**config.mk**
```make
export PLATFORM = sky130hd
export DESIGN_NAME = game_ctrl_fsm
export DESIGN_NICKNAME = d
export VERILOG_FILES = /design/src/rtl/game_pkg.sv /design/src/rtl/btn_debounce.sv /design/src/rtl/game_ctrl_fsm.sv
export SDC_FILE = /design/constraint.sdc
export NUM_CORES = 1
export LEC_CHECK = 0
export BUFFER_PORTS_ARGS = -buffer_cell sky130_fd_sc_hd__buf_2
export CAP_MARGIN = 20
export CORE_ASPECT_RATIO = 0.9
export CORE_MARGIN = 2
export CORE_UTILIZATION = 50
export CTS_CLUSTER_SIZE = 20
export DETAILED_ROUTE_END_ITERATION = 8
export HOLD_SLACK_MARGIN = 0.05
export PLACE_DENSITY = 0.73
export RECOVER_POWER = 100
export SKIP_LAST_GASP = 1
export SYNTH_ARGS = -nofsm -noshare
export SYNTH_HDL_FRONTEND = slang
export SYNTH_SLANG_ARGS = --single-unit
```
**constraint.sdc**
```tcl
create_clock -name clk -period 3.4 [get_ports clk]
set_clock_uncertainty 0.05 [all_clocks]
set_input_delay 0.68 -clock clk [delete_from_list [all_inputs] [get_ports clk]]
set_output_delay 0.68 -clock clk [all_outputs]
set_load 0.005 [all_outputs]
```
**src/rtl/game_pkg.sv**
```systemverilog
// Shared encodings and constants for the game controller.
package game_pkg;

  localparam int unsigned H_ACT_DEF = 640;
  localparam int unsigned V_ACT_DEF = 480;

  typedef enum logic [1:0] {
    ST_IDLE  = 2'b00,
    ST_PLAY  = 2'b01,
    ST_PAUSE = 2'b10,
    ST_OVER  = 2'b11
  } state_t;

  localparam logic [2:0] BORDER_IDLE  = 3'b010;
  localparam logic [2:0] BORDER_PLAY  = 3'b111;
  localparam logic [2:0] BORDER_PAUSE = 3'b110;
  localparam logic [2:0] BORDER_OVER  = 3'b100;

  function automatic logic [2:0] border_of(input state_t s);
    case (s)
      ST_IDLE:  border_of = BORDER_IDLE;
      ST_PLAY:  border_of = BORDER_PLAY;
      ST_PAUSE: border_of = BORDER_PAUSE;
      default:  border_of = BORDER_OVER;
    endcase
  endfunction

endpackage

```
**src/rtl/btn_debounce.sv**
```systemverilog
// Start button synchroniser, optional debouncer (GAME_CTRL_DEBOUNCE_EN) and press pulse.
module btn_debounce #(
  parameter int unsigned DEB_CYCLES = 500000
) (
  input  logic clk,
  input  logic reset,
  input  logic str,
  output logic press
);

  logic s1;
  logic s2;

  // Synchroniser resets to "pressed" so a button held through reset is not a new edge.
  always_ff @(posedge clk or negedge reset) begin
    if (!reset) begin
      s1 <= 1'b1;
      s2 <= 1'b1;
    end else begin
      s1 <= str;
      s2 <= s1;
    end
  end

`ifdef GAME_CTRL_DEBOUNCE_EN
  localparam int unsigned CNT_W = (DEB_CYCLES > 1) ? $clog2(DEB_CYCLES) : 1;

  logic [CNT_W-1:0] cnt;
  logic             deb_lvl;
  logic             armed;
  logic             accept_c;

  assign accept_c = (s2 != deb_lvl) && (cnt == CNT_W'(DEB_CYCLES - 1));

  // Accept a new level after DEB_CYCLES consecutive differing samples; arm once released.
  always_ff @(posedge clk or negedge reset) begin
    if (!reset) begin
      cnt     <= '0;
      deb_lvl <= 1'b0;
      armed   <= 1'b0;
      press   <= 1'b0;
    end else begin
      press <= accept_c && s2 && armed;
      if (!s2) armed <= 1'b1;
      if (accept_c) begin
        deb_lvl <= s2;
        cnt     <= '0;
      end else if (s2 != deb_lvl) begin
        cnt <= cnt + CNT_W'(1);
      end else begin
        cnt <= '0;
      end
    end
  end
`else
  logic prev;
  logic unused_deb;

  assign unused_deb = ^DEB_CYCLES;

  always_ff @(posedge clk or negedge reset) begin
    if (!reset) begin
      prev  <= 1'b1;
      press <= 1'b0;
    end else begin
      prev  <= s2;
      press <= s2 && !prev;
    end
  end
`endif

endmodule

```
**src/rtl/game_ctrl_fsm.sv**
```systemverilog
// Game control FSM: start/pause handling, score/lives, frame tick and status outputs.
// Debounce of the start button is enabled with GAME_CTRL_DEBOUNCE_EN.
module game_ctrl_fsm
  import game_pkg::*;
#(
  parameter int unsigned H_ACT       = H_ACT_DEF,
  parameter int unsigned V_ACT       = V_ACT_DEF,
  parameter int unsigned DEB_CYCLES  = 500000,
  parameter int unsigned LIVES       = 3,
  parameter int unsigned SCORE_W     = 8,
  parameter int unsigned OVER_FRAMES = 60
) (
  input  logic               clk,
  input  logic               reset,
  input  logic               str,
  input  logic [9:0]         pix_y,
  input  logic               hit,
  input  logic               miss,
  output logic [1:0]         state,
  output logic               run_en,
  output logic               game_clr,
  output logic               frame_tick,
  output logic [SCORE_W-1:0] score,
  output logic [2:0]         lives,
  output logic [2:0]         border_rgb,
  output logic               led
);

  localparam int unsigned OVC_W = $clog2(OVER_FRAMES + 1);

  logic               press;
  logic [9:0]         pix_y_q;
  state_t             state_q;
  state_t             state_n;
  logic [SCORE_W-1:0] score_n;
  logic [2:0]         lives_n;
  logic [OVC_W-1:0]   over_cnt_q;
  logic [OVC_W-1:0]   over_cnt_n;
  logic [3:0]         led_cnt_q;
  logic [3:0]         led_cnt_n;
  logic               led_n;
  logic               game_clr_n;
  logic               unused_params;

  assign unused_params = ^H_ACT;
  assign state         = state_q;

  btn_debounce #(.DEB_CYCLES(DEB_CYCLES)) u_btn (
    .clk   (clk),
    .reset (reset),
    .str   (str),
    .press (press)
  );

  // End of active frame: last active row just left.
  always_ff @(posedge clk or negedge reset) begin
    if (!reset) begin
      pix_y_q    <= '0;
      frame_tick <= 1'b0;
    end else begin
      pix_y_q    <= pix_y;
      frame_tick <= (pix_y_q == 10'(V_ACT - 1)) && (pix_y != pix_y_q);
    end
  end

  always_comb begin
    state_n    = state_q;
    score_n    = score;
    lives_n    = lives;
    over_cnt_n = over_cnt_q;
    led_cnt_n  = led_cnt_q;
    led_n      = led;
    game_clr_n = 1'b0;

    case (state_q)
      ST_IDLE: begin
        if (press) begin
          state_n    = ST_PLAY;
          score_n    = '0;
          lives_n    = 3'(LIVES);
          game_clr_n = 1'b1;
        end
      end
      ST_PLAY: begin
        if (hit && (score != '1)) score_n = score + SCORE_W'(1);
        // Losing the last life takes priority over a same-cycle pause request.
        if (miss && (lives <= 3'd1)) begin
          lives_n = '0;
          state_n = ST_OVER;
        end else begin
          if (miss)  lives_n = lives - 3'd1;
          if (press) state_n = ST_PAUSE;
        end
      end
      ST_PAUSE: begin
        if (press) state_n = ST_PLAY;
      end
      ST_OVER: begin
        if (frame_tick && (over_cnt_q != OVC_W'(OVER_FRAMES))) over_cnt_n = over_cnt_q + OVC_W'(1);
        if (press && (over_cnt_q == OVC_W'(OVER_FRAMES))) state_n = ST_IDLE;
      end
      default: state_n = ST_IDLE;
    endcase

    // Frame/blink counters restart on every state change.
    if (state_n != state_q) begin
      over_cnt_n = '0;
      led_cnt_n  = '0;
    end else if (frame_tick) begin
      led_cnt_n = led_cnt_q + 4'd1;
    end

    case (state_n)
      ST_IDLE:  led_n = 1'b0;
      ST_PLAY:  led_n = 1'b1;
      ST_PAUSE: if ((state_n == state_q) && frame_tick && (led_cnt_q == 4'd15)) led_n = ~led;
      default:  if ((state_n == state_q) && frame_tick && (led_cnt_q[1:0] == 2'd3)) led_n = ~led;
    endcase
  end

  always_ff @(posedge clk or negedge reset) begin
    if (!reset) begin
      state_q    <= ST_IDLE;
      score      <= '0;
      lives      <= '0;
      over_cnt_q <= '0;
      led_cnt_q  <= '0;
      led        <= 1'b0;
      game_clr   <= 1'b0;
      run_en     <= 1'b0;
      border_rgb <= BORDER_IDLE;
    end else begin
      state_q    <= state_n;
      score      <= score_n;
      lives      <= lives_n;
      over_cnt_q <= over_cnt_n;
      led_cnt_q  <= led_cnt_n;
      led        <= led_n;
      game_clr   <= game_clr_n;
      run_en     <= (state_n == ST_PLAY);
      border_rgb <= border_of(state_n);
    end
  end

endmodule

```
; ---- Word level (Yosys, flattened, before mapping)
; Cells that the tools add are included.
[classes]
muxes = 23
n_eq_ne = 18
add_sub_neg = 4
reduce_logical = 22
bitwise_logic = 1
magnitude_cmp = 1
[op_table]
columns = op, n
row1 = two-way mux 6 bit, 3
row2 = two-way mux 8 bit, 2
row3 = case mux 8 bit (2 select lines), 1
row4 = equality test 10 x 9 -> 1 bit (second input constant), 1
row5 = != test 10 bit, 1
row6 = logical AND 1 bit, 9
row7 = two-way mux 3 bit, 3
row8 = case mux 3 bit (3 select lines), 1
row9 = adder 8 x 1 -> 8 bit (second input constant), 1
row10 = equality test 2 bit (second input constant), 4
row11 = two-way mux 2 bit, 4
row12 = two-way mux 4 bit, 2
row13 = != test 8 bit (second input constant), 1
row14 = nonzero test 2 bit, 4
row15 = adder 6 x 1 -> 6 bit (second input constant), 1
row16 = equality test 6 bit (second input constant), 1
row17 = != test 6 bit (second input constant), 1
row18 = case mux 2 bit (3 select lines), 1
row19 = case mux 3 bit (2 select lines), 1
row20 = AND reduction 3 bit, 2
row21 = adder 4 x 1 -> 4 bit (second input constant), 1
row22 = equality test 2 x 1 -> 1 bit (second input constant), 2
row23 = equality test 4 bit (second input constant), 1
row24 = logical NOT 2 bit, 2
row25 = 14 further kinds, 19
[totals]
elab_cells = 84
out_inout_bits = 20
regBits = 44
inputBits = 15

; ---- Depth between registers and ports, before layout
[logic_depth]
ltp_word = 9
mapped_depth = 8

; ---- Hierarchy
; From an unflattened synthesis, not the netlist that was laid out.
[unflattened]
hier_cells = 194
area_unflattened_um2 = 2045.7
[modules_own_cells]
columns = module, n_inst, cells_per_inst, area_per_inst_um2, seq_area_each_um2
row1 = game_ctrl_fsm, 1, 189, 1928.1, 977.2
row2 = btn_debounce, 1, 5, 117.6, 103.8

; ---- Worst setup path before layout
; Ideal clock, no wire load.
[synth_timing]
path_type = in2reg
start = in miss
end = reg led
slack_ns = 1.628
stages = 5
n_path_buf = 0
t_required_ns = 3.263
arrival_time_ns = 1.636
cell_sequence = nor2b_1 and2_4 a221o_2 and2_4 a211oi_2
[synth_via]
elab_chain_cells = 8
[synth_rtl]
columns = item, line
row1 = "start, declared", game_ctrl_fsm.sv:18  ; input logic miss,
row2 = logical AND 1 bit *, game_ctrl_fsm.sv:87  ; if (miss && (lives <= 3'd1)) begin
row3 = two-way mux 2 bit *, game_ctrl_fsm.sv:87
row4 = case mux 2 bit (3 select lines) *, game_ctrl_fsm.sv:75  ; case (state_q)
row5 = net state_n[1], game_ctrl_fsm.sv:34  ; state_t state_n;
row6 = equality test 2 bit, "game_ctrl_fsm.sv:116, game_ctrl_fsm.sv:117"
row7 = logical AND 1 bit, "game_ctrl_fsm.sv:116, game_ctrl_fsm.sv:117"
row8 = "logical AND 1 bit, on equally long branches", "game_ctrl_fsm.sv:117, game_ctrl_fsm.sv:116"
row9 = nonzero test 4 bit (no source line) / != test 2 bit (equally long branches), -
row10 = AND reduction 2 bit (no source line), -
row11 = "end signal, assigned", game_ctrl_fsm.sv:138  ; led <= led_n;
row12 = "end, declared", game_ctrl_fsm.sv:26  ; output logic led
; The timed path passes the listed nets; every way through them passes the cells marked *.
; A chain may end at the register's enable or synchronous reset.

==> impl_metrics.py <==
metrics = {
    "clocking": {
        "holdBufCountCts": 0,
        "clk_pin_slew_ps": 70,
        "h-tree-depth": 2,
        "clockBufferDepth": 2,
        "post_cts_buffers": 0,
        "cts-root-buf": "clkbuf_8",
        "cts_tree": "built",
        "cts_resized": 0,
        "clock_sinks": 43,
        "clk_latency_ps": 290,
        "numCtsBuffers": 5,
    },
    "synth": {
        "async_reset_ff_share_pct": 100,
        "yosys.area_share.xor_xnor_pct": 11.0,
        "synth_edf_count": 0,
        "synth_ff_type": "dfrtp_1",
        "avgSynthCellArea_um2": 11.3,
        "yosysWarnings": 0,
        "synth_simple_gate_area_share_pct": 17.7,
        "synth_top_family_by_area": "simple AND/OR/NAND/NOR gates",
        "ys_ff_latch": 43,
        "yosys-top-cells-area": "dfrtp_1 49%, xnor2_1 6.2%, dfstp_2 5.3%",
        "muxShareOfSynthArea_pct": 1.58,
        "yosys.area.top_type": "dfrtp_1",
        "yosysSeqAreaShare_pct": 54.4,
        "synth-compound-area-share_pct": 8.63,
        "synth_top_area_share_pct": 49.1,
        "synthCells": 176,
        "yosys.area_share.adder_pct": 3.78,
        "synth_fp_nets": 197,
        "syn_area_um2": 1990,
        "synthDistinctLibCells": 39,
    },
    "global_route": {
        "grt_pass1_wl_um": 6180,
        "grt_max_degree": 44,
        "grt_pass1_vias": 1475,
        "overflow": 0,
        "grt_antenna_before_repair": 0,
        "grt_use_total_pct": 17.2,
    },
    "timing": {
        "min_period_over_period_pct": 69.5,
        "fin_setup_tns_ps": 0,
        "fmax_mhz": 423,
        "maxSlewViolCount": 44,
        "slew_headroom_pct": -48.8,
        "finalHoldViolations": 0,
        "rsz0062_at_grt": "false",
        "period_minus_slack_ps": 2360,
        "worst-slew-pin-transition_ps": 2230,
        "setup_violations": 0,
    },
    "layout": {
        "drive_above_1_share_pct": 14.9,
        "final_nets": 235,
        "antenna_cells": 0,
        "nFillCells": 334,
        "regArea_um2": 1080,
        "mostFrequentLayoutCells": "39 x dfrtp_1, 22 x nor2_1, 22 x clkbuf_1, 14 x xnor2_1, 14 x buf_2",
        "syn_to_final_growth_pct": 12.5,
        "final_cells": 261,
        "final_common_cell": "dfrtp_1",
        "multi_input_area_um2": 828,
        "design_area_um2": 2230,
    },
    "setup_path": {
        "cpPeakStageDelay_ps": 1570,
        "worstSetupPathType": "in2async",
        "reg2reg_depth": 6,
        "critPathMaxFanout": 43,
        "critPathTopFamily": "buffers and inverters",
        "path_depth": 1,
        "critPathSlowestCell": "clkbuf_1",
        "cp.required_ps": 3300,
        "reg2reg_to": "lives[2]",
        "cp-end-kind": "async pin",
        "cp_data_arrival_time_ps": 2260,
        "crit_end": "pix_y_q[3]",
        "reg2reg_from": "state[0]",
        "path_cells": "clkbuf_1",
        "cp-start-kind": "input port",
        "reg2reg_slack_ps": 1230,
        "critical_path.startpoint": "reset",
        "crit_buf_inv": 1,
    },
    "status": {
        "status": "complete, but fails checks",
        "violations": "max-capacitance violations, max-slew violations",
    },
    "placed_design": {
        "gp_congestion": 0.859,
        "dp_cells": 253,
        "dpl_cell_area_um2": 2200,
        "port_buffers": 34,
        "dp_hpwl_um": 2620,
    },
    "floorplanning": {
        "initial_core_util_pct": 52.8,
        "design.core.area_um2": 3760,
        "die_area_um2": 4490,
        "pin_count": 35,
        "fp.dieH_um": 63.8,
        "floorplan.rows": 21,
        "dieWidth_um": 70.4,
    },
    "drt": {
        "vias": 1359,
        "antenna_left": 0,
        "drtIter0Drc": 43,
        "avgViaCountPerCell": 5.21,
        "drc_errors": 0,
        "first_pass_iters": 4,
        "wl_um": 3580,
        "post_drt_wl_per_cell_um": 13.7,
    },
    "run": {
        "max_cap_violations": 1,
    },
    "pwr": {
        "peakVddDrop_mv": 0.312,
        "power_leakage_nw": 1.05,
        "p_per_area_nw_per_um2": 613,
    },
    "worst_hold_path": {
        "hold_path.class": "reg2reg",
    },
}
[sequential cells by signal (all words and copies together), names as in the netlist, 2 cells and up]
register,count
lives,3
score,8
state,2
pix_y_q,10
led_cnt_q,4
border_rgb,2
over_cnt_q,6
[worst min-delay path by stage]
stage / start / endpoint / cells after the start
after floorplan: u_btn.s1 / u_btn.s2 / 0
after global placement: u_btn.s1 / u_btn.s2 / 0
after detailed placement: u_btn.s1 / u_btn.s2 / 0
after CTS: u_btn.s1 / u_btn.s2 / 0
after global routing: u_btn.s1 / u_btn.s2 / 0
final: u_btn.s1 / u_btn.s2 / 0
[Yosys cell counts, types with 2 or more instances]
| cell type | n |
|---|---|
| a211oi_1 | 2 |
| a21oi_1 | 3 |
| and2_4 | 3 |
| and3_1 | 6 |
| buf_2 | 3 |
| dfrtp_1 | 39 |
| dfstp_2 | 4 |
| ha_1 | 6 |
| inv_1 | 9 |
| mux2i_1 | 2 |
| nand2_1 | 12 |
| nand2b_1 | 2 |
| nand3_1 | 4 |
| nand4_1 | 4 |
| nand4b_1 | 2 |
| nor2_1 | 22 |
| nor2b_1 | 4 |
| nor4_1 | 2 |
| o21ai_0 | 3 |
| o31ai_1 | 2 |
| xnor2_1 | 14 |
| xor2_1 | 11 |
[power breakdown]
part           internal, mW  switching (mW)  leakage (nW)  total [mW]
logic                 0.170           0.204         0.468       0.374
clock network         0.143           0.165        0.0412       0.308
registers             0.596          0.0917         0.541       0.687
total                 0.909           0.460          1.05        1.37
[worst register-to-register path, delay by kind of cell (launching register included)]
family          cells  cell delay [ps]
compound gates      1              230
mux                 1               90
buf+inv             1              320
simple gates        3              890
flops               1              490
[metal layers]
layer	GRT usage, %	vias to the layer above	share of wire (%)
li1	-	669	-
met5	0	-	0
met3	4.10	9	4.0
met2	30.4	30	49
met1	19.9	651	45
met4	7.21	0	1.6
[logic make-up after synthesis]
| kind of cell | count (synthesis) |
|---|---|
| AO/OA/AOI/OAI | 21 |
| XOR/XNOR | 25 |
| adder cells (fa/ha/maj) | 6 |
| buffers and inverters | 13 |
| flip-flops | 43 |
| multiplexers | 3 |
| AND/OR/NAND/NOR | 65 |
[final cells by class]
class	count	share of cell area [%]
sequential	43	48.4
multi-input combinational	120	37.1
timing repair buffer	35	6.66
clock buffer	6	3.25
tap	46	2.58
inverter	9	1.51
clock inverter	2	0.560
[stage by stage]
step / utilization [%] / hold WS [ps] / worst slack (ps) / power, mW
final: 59.5 / 309 / 1040 / 1.37
after global routing: 59.5 / 313 / 672 / 1.46
after CTS: 60.8 / 311 / 1310 / 1.41
after detailed placement: 58.5 / 298 / 1320 / 1.10
after global placement: 58.5 / 299 / 1390 / 1.07
after floorplan: - / 295 / 1630 / 0.948
(Power assumes the default switching activity.)
